--- src/rtl/sdr_16_rd_capture.sv ---
// rtl/sdr_16_rd_capture.sv - SDR SDRAM burst-length-2 read capture, packs two 16-bit beats per 32-bit FIFO word
// Optional sticky overflow flag is built only when SDR16_RD_OVF_EN is defined.
module sdr_16_rd_capture #(
  parameter int cl     = 2,
  parameter int in_reg = 1
) (
  input  logic        sdram_clk,
  input  logic        sdram_rst_n,
  input  logic        cmd_read,
  input  logic [15:0] dq_i,
  input  logic        fifo_full,
  input  logic        ovf_clr,
  output logic [31:0] data_o,
  output logic        data_we_o,
  output logic        rd_busy_o,
  output logic        ovf_o
);

  localparam int L = cl + in_reg;

  // vld_q[k] high means an accepted READ is k+1 cycles old; bit L-1 marks beat0, bit L marks beat1.
  logic [L:0]  vld_q;
  logic        accept;
  logic [15:0] hold_q;
  logic [2:0]  pend_q;
  logic [2:0]  pend_d;

  // A pulse right after an accepted READ cannot be a real command and is dropped.
  assign accept = cmd_read & ~vld_q[0];

  always_ff @(posedge sdram_clk or negedge sdram_rst_n) begin
    if (!sdram_rst_n) begin
      vld_q <= '0;
    end else begin
      vld_q <= {vld_q[L-1:0], accept};
    end
  end

  always_ff @(posedge sdram_clk or negedge sdram_rst_n) begin
    if (!sdram_rst_n) begin
      hold_q <= '0;
    end else if (vld_q[L-1]) begin
      hold_q <= dq_i;
    end
  end

  always_ff @(posedge sdram_clk or negedge sdram_rst_n) begin
    if (!sdram_rst_n) begin
      data_o    <= '0;
      data_we_o <= 1'b0;
    end else begin
      data_we_o <= vld_q[L];
      if (vld_q[L]) begin
        data_o <= {hold_q, dq_i};
      end
    end
  end

  always_comb begin
    pend_d = pend_q;
    if (accept && !data_we_o) begin
      pend_d = pend_q + 3'd1;
    end else if (!accept && data_we_o) begin
      pend_d = pend_q - 3'd1;
    end
  end

  always_ff @(posedge sdram_clk or negedge sdram_rst_n) begin
    if (!sdram_rst_n) begin
      pend_q    <= '0;
      rd_busy_o <= 1'b0;
    end else begin
      pend_q    <= pend_d;
      rd_busy_o <= (pend_d != 3'd0);
    end
  end

`ifdef SDR16_RD_OVF_EN
  // Set has priority over clear so a drop coinciding with a clear is not lost.
  always_ff @(posedge sdram_clk or negedge sdram_rst_n) begin
    if (!sdram_rst_n) begin
      ovf_o <= 1'b0;
    end else if (data_we_o && fifo_full) begin
      ovf_o <= 1'b1;
    end else if (ovf_clr) begin
      ovf_o <= 1'b0;
    end
  end
`else
  logic unused_ovf_inputs;
  assign unused_ovf_inputs = fifo_full ^ ovf_clr;
  assign ovf_o = 1'b0;
`endif

endmodule

--- config.mk ---
export PLATFORM = sky130hd
export DESIGN_NAME = sdr_16_rd_capture
export DESIGN_NICKNAME = d
export VERILOG_FILES = /design/src/rtl/sdr_16_rd_capture.sv
export SDC_FILE = /design/constraint.sdc
export NUM_CORES = 1
export LEC_CHECK = 0
export CAP_MARGIN = 20
export CORE_MARGIN = 8
export CORE_UTILIZATION = 51
export CTS_CLUSTER_DIAMETER = 80
export DETAILED_ROUTE_END_ITERATION = 10
export PLACE_DENSITY = 0.83
export REMOVE_ABC_BUFFERS = 1
export SETUP_SLACK_MARGIN = 0.2
export SYNTH_ARGS = -nofsm -noshare
export SYNTH_HDL_FRONTEND = slang
export SYNTH_SLANG_ARGS = --single-unit
export TNS_END_PERCENT = 20
--- constraint.sdc ---
create_clock -name sdram_clk -period 3.1 [get_ports sdram_clk]
set_input_delay 0.62 -clock sdram_clk [delete_from_list [all_inputs] [get_ports sdram_clk]]
set_output_delay 0.62 -clock sdram_clk [all_outputs]
set_load 0.02 [all_outputs]
==> impl_metrics.yaml <==
setup_path:
  ff2ff_setup_slack_ns: 1.38
  cp_slowest_stage_delay_ns: 0.65
  path_cells: "clkdlybuf4s50_1"
  crit_buf_inv: 1
  worstSetupPathType: "register to output pin"
  arrival_ns: 1.42
  cpMaxStageDelayCell: "clkdlybuf4s50_1"
  end_kind: "output pin"
  cp.required_ns: 2.48
  path_delay_family: "buffers and inverters"
  start_kind: "register"
  cp_max_fo: 7
power_and_ir_drop:
  p_leak_nw: 1.24
  ir_drop_mv: 0.559
  p_total_mw: 2.18
  power_switching_mw: 0.615
  powerDensity_nw_per_um2: 750
  p_sw_share_pct: 28.2
  p_comb_share_pct: 25.7
  p_int_mw: 1.57
  clock_power_share_pct: 29.2
  p_seq_share_pct: 45.1
global_routing:
  track_usage_pct: 13.6
  grt_start_max_net_pins: 40
  antenna_found_initial: 0
  grt_pass1_wl_mm: 6.71
  gr-total-overflow: 0
  grt_pass1_vias: 1390
detailed_routing:
  ant_nets: 0
  vias: 1291
  drc: 0
  wl_per_cell_um: 17.4
  drt_iter0_drc: 59
  drt-vias-per-instance: 5.23
  totalWireLength_mm: 4.30
  first_pass_iters: 4
run:
  cap_violations: 0
synth:
  synth_edf_count: 0
  syn-instance-count: 134
  synthArstFlopShare_pct: 100
  yosysSeqAreaShare_pct: 66.0
  syn_area_um2: 2160
  yosysWarnings: 0
  syn_area_per_cell_um2: 16.1
  ys_types: 21
  yosys_most_used_dff: "dfrtp_1"
  ys_ff_latch: 57
clocking:
  hold_buffers: 0
  clockBufferDepth: 2
  cts_tree: "built"
  ctsHtreeMaxLevel: 3
  postCtsSetupRepairBufs: 0
  clock_sinks: 57
  ctsResizeCount: 0
  clock-root-buffer: "clkbuf_8"
  clk_pin_slew_ns: 0.07
  clk_latency_ns: 0.32
  cts_buffers: 9
die:
  rows: 23
  num_io_pins: 56
  die-width_um: 81.1
  die_h_um: 81.1
  die_area_um2: 6570
  start_util_pct: 53.6
  core_area_um2: 4030
layout:
  antenna_cells: 0
  syn_to_final_growth_pct: 34.8
  nets: 215
  layout-drive-gt1-share_pct: 34.5
  multiInputGateArea_um2: 687
  final_util_pct: 72.2
  ff_latch_area_um2: 1430
  nFillCells: 269
sta:
  slew_headroom_pct: 47.7
  rsz0062_at_grt: "no"
  finalHoldViolCount: 0
  setup_violations: 0
  fin_skew_ns: 0.00913
  worst_slack_ns: 1.06
  tns_ns: 0
  fmax_mhz: 489
  min_period_ns: 2.04
  slew_viol_final: 0
  post-route-period-util_pct: 66.0
  tightestPinTransition_ns: 0.785
placed_design:
  place_congestion: 0.683
  hpwl_mm: 3.17
  numPortBuffers: 52
  pre_cts_ws_ns: 0.898
run_status:
  status: "completed"
hold_path:
  holdCritPathClass: "input port to asynchronous set/reset pin"
-- per-stage QoR --
stage / area, um2 / instances / hold WS (ns)
2_1_floorplan: 2120 / 127 / 0.324
3_3_place_gp: 2720 / 231 / 0.333
3_5_place_dp: 2720 / 231 / 0.336
4_1_cts: 2910 / 247 / 0.231
5_1_grt: 2910 / 247 / 0.250
6_report: 2910 / 247 / 0.230
-- cells in the final DEF, fill, tap and decap left out, types with 2 or more instances in the layout --
cell,netlist,routed
dfrtp_1,57,57
clkdlybuf4s50_1,0,51
or4_1,2,2
clkbuf_8,0,13
mux2_2,47,47
clkinv_2,0,2
ha_1,2,2
inv_1,3,3
nor2_1,3,3
buf_4,1,2
xnor2_1,2,2
-- registers in the layout, indices dropped and copies added, names as in the netlist --
| name | cells |
|---|---|
| vld_q | 4 |
| pend_q | 3 |
| hold_q | 16 |
| data_we_o | 1 |
| rd_busy_o | 1 |
| data_o | 32 |
-- kinds of logic after synthesis --
logic type / count (synthesis) / synth area share [%]
fa+ha+maj: 2 / 1.16
compound gates: 4 / 1.39
buf+inv: 10 / 2.14
mux: 48 / 25.0
other cells: 1 / 0.174
simple gates: 10 / 3.24
xor+xnor: 2 / 0.811
flops: 57 / 66.0
-- synth_stat cells (all sizes together), types with 2 or more instances --
cell type,n,area (um2)
xnor2,2,17.5
mux2,48,541
ha,2,25.0
inv,3,11.3
clkbuf,2,7.51
or4,2,15.0
buf,5,27.5
nor2,3,11.3
dfrtp,57,1430
-- layer usage --
layer  global-route usage, %  up-vias  share of wire [%]
met5                       0        -                  0
met4                    6.96        0               0.49
met3                    4.42        4                7.5
met2                    23.7       40                 53
met1                    14.6      664                 39
li1                        -      583                  -
-- power groups by stage --
stage | sequential [mW] | combinational, mW | clock (mW)
2_1_floorplan | 1.09 | 0.188 | 0
3_3_place_gp | 0.980 | 0.537 | 0
3_5_place_dp | 0.996 | 0.568 | 0
4_1_cts | 0.983 | 0.570 | 0.649
5_1_grt | 1.00 | 0.595 | 0.690
6_report | 0.984 | 0.561 | 0.637
-- path summary, 6_finish.rpt --
path	endpoint	from	cells after the start
max	data_we_o	data_we_o	1
min	data_o[28]	sdram_rst_n	1
max reg2reg	rd_busy_o	pend_q[0]	4
min reg2reg	vld_q[2]	vld_q[1]	0
max in group asynchronous	data_o[25]	sdram_rst_n	2
min in group sdram_clk	vld_q[2]	vld_q[1]	0
-- area by class of cell --
class	count	share of cell area [%]
Clock buffer	14	6.28
Clock inverter	2	0.344
Inverter	3	0.387
Multi-Input combinational cell	67	23.6
Sequential cell	57	49.0
Tap cell	50	2.15
Timing Repair Buffer	54	18.2
No activity file was read; power rests on OpenSTA's default activity.
